### src/rtl/issue_ctrl.sv
// Instruction issue controller: buffers instructions in a FIFO, spaces fetches,
// enforces drain hazards, and emits delayed commit strobes.
module issue_ctrl #(
    parameter int ARRAY_SIZE = 4,
    parameter int T_D        = 8,
    parameter int FIFO_DEPTH = 4,
    parameter int PAYLOAD_W  = 32,
    parameter int COMMIT_LAT = T_D + 1
) (
    input  logic                          clk_i,
    input  logic                          rst_i,
    input  logic                          inst_valid_i,
    output logic                          inst_ready_o,
    input  logic                          inst_fetch_i,
    input  logic                          inst_drain_i,
    input  logic                          inst_commit_i,
    input  logic [PAYLOAD_W-1:0]          inst_payload_i,
    input  logic                          flush_i,
    output logic                          fetch_valid_o,
    output logic                          fetch_drain_o,
    output logic [PAYLOAD_W-1:0]          fetch_payload_o,
    output logic                          commit_valid_o,
    output logic [PAYLOAD_W-1:0]          commit_payload_o,
    output logic [$clog2(FIFO_DEPTH):0]   fifo_count_o,
    output logic                          busy_o
);

    localparam int AW = $clog2(FIFO_DEPTH);
    localparam int CW = AW + 1;
    localparam int EW = PAYLOAD_W + 3;
    localparam int IW = $clog2(ARRAY_SIZE) + 1;
    localparam int DW = $clog2(T_D) + 1;

    logic [EW-1:0]        mem_q [FIFO_DEPTH];
    logic [EW-1:0]        mem_d [FIFO_DEPTH];
    logic [AW-1:0]        wr_ptr_q, wr_ptr_d;
    logic [AW-1:0]        rd_ptr_q, rd_ptr_d;
    logic [CW-1:0]        count_q, count_d;
    logic [IW-1:0]        issue_cnt_q, issue_cnt_d;
    logic [DW-1:0]        drain_cnt_q, drain_cnt_d;
    logic                 fetch_valid_q, fetch_valid_d;
    logic                 fetch_drain_q, fetch_drain_d;
    logic [PAYLOAD_W-1:0] fetch_payload_q, fetch_payload_d;
    logic [COMMIT_LAT-1:0] cv_q, cv_d;
    logic [PAYLOAD_W-1:0] cp_q [COMMIT_LAT];
    logic [PAYLOAD_W-1:0] cp_d [COMMIT_LAT];

    logic                 full;
    logic                 empty;
    logic                 push;
    logic                 issue;
    logic                 stall;
    logic [EW-1:0]        head;
    logic                 head_fetch;
    logic                 head_drain;
    logic                 head_commit;
    logic [PAYLOAD_W-1:0] head_payload;

    assign full         = (count_q == CW'(FIFO_DEPTH));
    assign empty        = (count_q == '0);
    assign head         = mem_q[rd_ptr_q];
    assign head_fetch   = head[EW-1];
    assign head_drain   = head[EW-2];
    assign head_commit  = head[EW-3];
    assign head_payload = head[PAYLOAD_W-1:0];

    // Head data is stale while empty, so issue is gated by !empty.
    assign stall = (issue_cnt_q != '0) || (head_drain && (drain_cnt_q != '0));
    assign issue = !empty && !stall && !flush_i;
    assign push  = inst_valid_i && !full && !flush_i;

    always_comb begin
        mem_d    = mem_q;
        wr_ptr_d = wr_ptr_q;
        rd_ptr_d = rd_ptr_q;
        count_d  = count_q;
        if (flush_i) begin
            wr_ptr_d = '0;
            rd_ptr_d = '0;
            count_d  = '0;
        end else begin
            if (push) begin
                mem_d[wr_ptr_q] = {inst_fetch_i, inst_drain_i,
                                   inst_commit_i, inst_payload_i};
                wr_ptr_d = wr_ptr_q + AW'(1);
            end
            if (issue) begin
                rd_ptr_d = rd_ptr_q + AW'(1);
            end
            case ({push, issue})
                2'b10:   count_d = count_q + CW'(1);
                2'b01:   count_d = count_q - CW'(1);
                default: count_d = count_q;
            endcase
        end
    end

    always_comb begin
        issue_cnt_d = (issue_cnt_q != '0) ? issue_cnt_q - IW'(1) : '0;
        drain_cnt_d = (drain_cnt_q != '0) ? drain_cnt_q - DW'(1) : '0;
        if (issue && head_fetch) begin
            issue_cnt_d = IW'(ARRAY_SIZE - 1);
        end
        if (issue && head_drain) begin
            drain_cnt_d = DW'(T_D - 1);
        end
        if (flush_i) begin
            issue_cnt_d = '0;
            drain_cnt_d = '0;
        end
    end

    always_comb begin
        fetch_valid_d   = issue && head_fetch;
        fetch_drain_d   = issue && head_fetch && head_drain;
        fetch_payload_d = fetch_payload_q;
        if (issue && head_fetch) begin
            fetch_payload_d = head_payload;
        end
    end

    // Each stage payload only moves with a valid, so the last stage holds
    // the most recent committed payload between strobes.
    always_comb begin
        cv_d  = cv_q;
        cp_d  = cp_q;
        cv_d[0] = issue && head_commit;
        if (issue && head_commit) begin
            cp_d[0] = head_payload;
        end
        for (int i = 1; i < COMMIT_LAT; i++) begin
            cv_d[i] = cv_q[i-1];
            if (cv_q[i-1]) begin
                cp_d[i] = cp_q[i-1];
            end
        end
    end

    always_ff @(posedge clk_i or posedge rst_i) begin
        if (rst_i) begin
            for (int i = 0; i < FIFO_DEPTH; i++) begin
                mem_q[i] <= '0;
            end
            wr_ptr_q        <= '0;
            rd_ptr_q        <= '0;
            count_q         <= '0;
            issue_cnt_q     <= '0;
            drain_cnt_q     <= '0;
            fetch_valid_q   <= 1'b0;
            fetch_drain_q   <= 1'b0;
            fetch_payload_q <= '0;
            cv_q            <= '0;
            for (int i = 0; i < COMMIT_LAT; i++) begin
                cp_q[i] <= '0;
            end
        end else begin
            mem_q           <= mem_d;
            wr_ptr_q        <= wr_ptr_d;
            rd_ptr_q        <= rd_ptr_d;
            count_q         <= count_d;
            issue_cnt_q     <= issue_cnt_d;
            drain_cnt_q     <= drain_cnt_d;
            fetch_valid_q   <= fetch_valid_d;
            fetch_drain_q   <= fetch_drain_d;
            fetch_payload_q <= fetch_payload_d;
            cv_q            <= cv_d;
            cp_q            <= cp_d;
        end
    end

    assign inst_ready_o     = !full;
    assign fifo_count_o     = count_q;
    assign fetch_valid_o    = fetch_valid_q;
    assign fetch_drain_o    = fetch_drain_q;
    assign fetch_payload_o  = fetch_payload_q;
    assign commit_valid_o   = cv_q[COMMIT_LAT-1];
    assign commit_payload_o = cp_q[COMMIT_LAT-1];
    assign busy_o = (count_q != '0) || (issue_cnt_q != '0) ||
                    (drain_cnt_q != '0);

endmodule

### config.mk
export PLATFORM = sky130hd
export DESIGN_NAME = issue_ctrl
export DESIGN_NICKNAME = d
export VERILOG_FILES = /design/src/rtl/issue_ctrl.sv
export SDC_FILE = /design/constraint.sdc
export NUM_CORES = 1
export LEC_CHECK = 0
export BUFFER_PORTS_ARGS = -buffer_cell sky130_fd_sc_hd__buf_2
export CAP_MARGIN = 5
export CORE_ASPECT_RATIO = 1.25
export CORE_MARGIN = 2
export CORE_UTILIZATION = 50
export DETAILED_ROUTE_END_ITERATION = 7
export HOLD_SLACK_MARGIN = 0.08
export MAX_ROUTING_LAYER = met4
export PLACE_DENSITY_LB_ADDON = 0.12
export SLEW_MARGIN = 20
export SYNTH_ARGS = -nofsm -noshare
export SYNTH_HDL_FRONTEND = slang
export SYNTH_SLANG_ARGS = --single-unit
export TNS_END_PERCENT = 100
### constraint.sdc
create_clock -name clk_i -period 33.9 [get_ports clk_i]
set_clock_uncertainty 0.05 [all_clocks]
set_input_delay 3.39 -clock clk_i [delete_from_list [all_inputs] [get_ports clk_i]]
set_output_delay 3.39 -clock clk_i [all_outputs]
set_load 0.02 [all_outputs]
==> metrics.md <==
| Metric | Value |
|---|---|
| Top cells by area, synth | `dfrtp_1 62%, mux2_2 19%, mux2_1 4.6%` |
| Chip Width | `between 150 and 200 um` |
| Synth warn | `0` |
| Share of Yosys cell area claimed by the top area cell type | `0.621` |
| Fin util | `0.567` |
| IO Pins | `~110` |
| Share of cells above drive strength 1 | `0.498` |
| Hold Crit Endpoint | `mem_q[54]` |
| Final Hold Viols | `0` |
| Worst IR Drop VDD | `0.0000609 V` |
| Vias in the first global route | `10,100` |
| TritonCTS Sinks | `around 490` |
| Highest metal used | `met4` |
| Clock latency on the worst-skew pair | `0.55 ns` |
| Chip height | `225 um` |
| Post-DR wirelength/cell | `18.2 um` |
| TritonCTS clock tree | `built` |
| Post-CTS sizing | `0` |
| Initial Util | `0.510` |
| Crit path launch type | `primary input` |
| Std-Cell Rows | `80` |
| Fin crit period | `6.06 ns` |
| Met3 wire len | `1330 um` |
| Vias | `9,367` |
| First-pass GRT wire length | `54,500 um` |
| Register area share after synthesis | `0.621` |
| Max Slew Vio Count | `0` |
| Lkg Pwr | `0.0106 uW` |
| Worst path required time | `34.45 ns` |
| Pwr/cell area | `87.7 nW/um^2` |
| Max Fanout on Critical Path | `136` |
| Die Footprint | `40,700 um^2` |
| Drt pass-1 iters | `4` |
| Syn_nets | `1,197` |
| Fin nets | `1,278` |
| Routed Antenna Nets | `0` |
| Syn Area/Cell | `16.9 um^2` |
| Worst reg2reg setup slack | `31.10 ns` |
| Vias per inst | `5.31` |
| Post-Synthesis Cell Area | `19,500 um^2` |
| Clock buffer depth | `3` |
| EDFF count, synth | `0` |
| Dominant cell type by area after synthesis | `dfrtp_1` |
| Synth-to-layout area growth | `11.1%` |
| Syn Inst Count | `1,153` |
| Post-synthesis cell type count | `46` |
| # DRC | `0` |
| Setup Buffers After CTS | `0` |
| Worst Path Arrival | `roughly 6.6 ns` |
| # H-tree levels | `2` |
| Status | `completed` |
| Cts hold-fix bufs | `0` |
| Largest net degree at the start of global routing | `137` |
| Core area | `~38,000 um^2` |
| Hold WC Path Type | `reg2reg` |
| Endpoints failing setup | `0` |
| Port bufs | `110` |
| Fmax | `165 MHz` |
| Gpl congestion | `~0.76` |
| Worst hold start | `mem_q[54]` |
| Worst setup EP type | `async pin` |
| Root Buffer | `clkbuf_16` |
| Yosys reg bits | `slightly below 500` |
| # Max-Cap Violations | `0` |
| Worst Reg-to-Reg Cells | `4` |
| Length of routed met2 wiring | `15,300 um` |
| # fillers | `approximately 3,100` |
| CTS buffer count | `47` |
| Iteration-0 DRC Markers | `423` |
| Hold Crit Depth | `1` |
| GRT overflow | `0` |
| Post-synth top cells | `485 x dfrtp_1, 332 x mux2_2, 80 x mux2_1` |
| Antenna violations before repair | `3` |
| Setup Crit Path Kind | `in2async` |
| Async SR Flop Fraction | `1.00` |
| Post-route setup TNS | `0 ns` |
| WL met1 | `approximately 15,000 um` |
| Reg2reg end | `fetch_payload_o[27]` |
| Slew headroom | `0.379` |
| Period Utilization, post-route | `0.179` |
| Most used flip-flop cell after synthesis | `dfrtp_1` |
| Worst-margin pin slew | `slightly above 0.9 ns` |
| HPWL after DPL | `20,200 um` |
| Worst R2R Start | `rd_ptr_q[0]` |
| Reg clk slew, reported paths | `0.06 ns` |
| Tot GR Track Use | `0.169` |
| RSZ-0062 raised after global routing | `no` |
| Count leader, synth | `dfrtp_1` |
| Final WL | `~32,000 um` |
-- worst max-delay path, cell delays in order --
cell,delay [ns]
buf_2,0.13
inv_8,0.58
buf_4,0.79
buf_4,0.80
buf_4,0.72
-- cells by family (layout without fill, tap and decap cells) --
logic type                 count (synthesis)  after routing  synth area share
muxes                                    498            498             0.316
DFF                                      485            485             0.621
buffers and inverters                    100            217            0.0349
and+or+nand+nor                           47             47            0.0168
AOI/OAI and AO/OA                         15             15           0.00551
adders and majority gates                  5              5           0.00359
xor gates and xnor gates                   3              3           0.00173
other                                      0              3                 0
-- layout make-up --
| cell class | instances | area, um^2 | share of cell area |
|---|---|---|---|
| Antenna cell | 3 | 7.51 | 0.000346 |
| Timing Repair Buffer | 127 | 698 | 0.0321 |
| Inverter | 5 | 26.3 | 0.00121 |
| Clock buffer | 75 | 1440 | 0.0664 |
| Multi-Input combinational cell | 568 | 6730 | 0.310 |
| Sequential cell | 485 | 12100 | 0.559 |
| Tap cell | 492 | 616 | 0.0283 |
| Clock inverter | 10 | 67.6 | 0.00311 |
-- worst max path at each step --
stage                     start                  end  slack [ns]  cells past startpoint
after CTS                 rst_i             mem_q[0]       27.64                      5
final                     rst_i            mem_q[74]       27.84                      5
after global placement    rst_i             mem_q[4]       27.11                      5
after floorplan           rst_i  commit_payload_o[0]       16.93                      1
after detailed placement  rst_i            mem_q[74]       27.04                      5
after global routing      rst_i   fetch_payload_o[3]       27.20                      5
-- registers in the layout (all words and copies together), names as in the netlist, 2 cells and up --
| register | count |
|---|---|
| cp_q | 256 |
| wr_ptr_q | 2 |
| mem_q | 140 |
| rd_ptr_q | 2 |
| commit_payload_o | 32 |
| issue_cnt_q | 3 |
| cv_q | 9 |
| fetch_payload_o | 32 |
| fifo_count_o | 3 |
| drain_cnt_q | 4 |
-- cell usage in the layout (no fill, tap or decap), types with 2 or more instances in the layout --
cell type  count
dfrtp_1      484
mux2_2       332
buf_2        110
mux2_1        80
mux2_4        49
clkbuf_16     47
mux4_2        35
clkbuf_8      16
buf_4         16
clkbuf_1      12
nor2_1        11
a21oi_1        5
clkinv_2       5
nand2_1        4
inv_1          4
nand2_4        4
ha_1           4
inv_6          4
diode_2        3
nand2b_1       3
o21ai_0        3
o31ai_1        3
nor3b_1        3
or4_4          2
or3_1          2
mux2i_1        2
xnor2_1        2
nand3_1        2
nand4b_1       2
-- layer usage --
metal  vias to the layer above  track usage
met1                      4907        0.225
met5                         -            -
met4                         0       0.0476
met2                       137        0.268
met3                        49       0.0326
li1                       4274            -
-- metrics by stage --
stage	total power (uW)	area, um^2	hold slack, ns	setup WS (ns)	std cells
2_1_floorplan	1300	19500	0.302	16.93	1153
3_3_place_gp	1400	20200	0.418	27.11	1676
3_5_place_dp	1420	20200	0.425	27.04	1676
4_1_cts	1940	21700	0.439	27.64	1761
5_1_grt	2020	21700	0.446	27.20	1765
6_report	1910	21700	0.431	27.84	1765
-- power breakdown --
group	total, uW	leakage, uW	switching [uW]	internal (uW)
combinational	513	0.00349	216	297
sequential	889	0.00637	112	777
clock	503	0.000746	212	291
total	1910	0.0106	539	1370
Power figures use the tool's default switching activity.
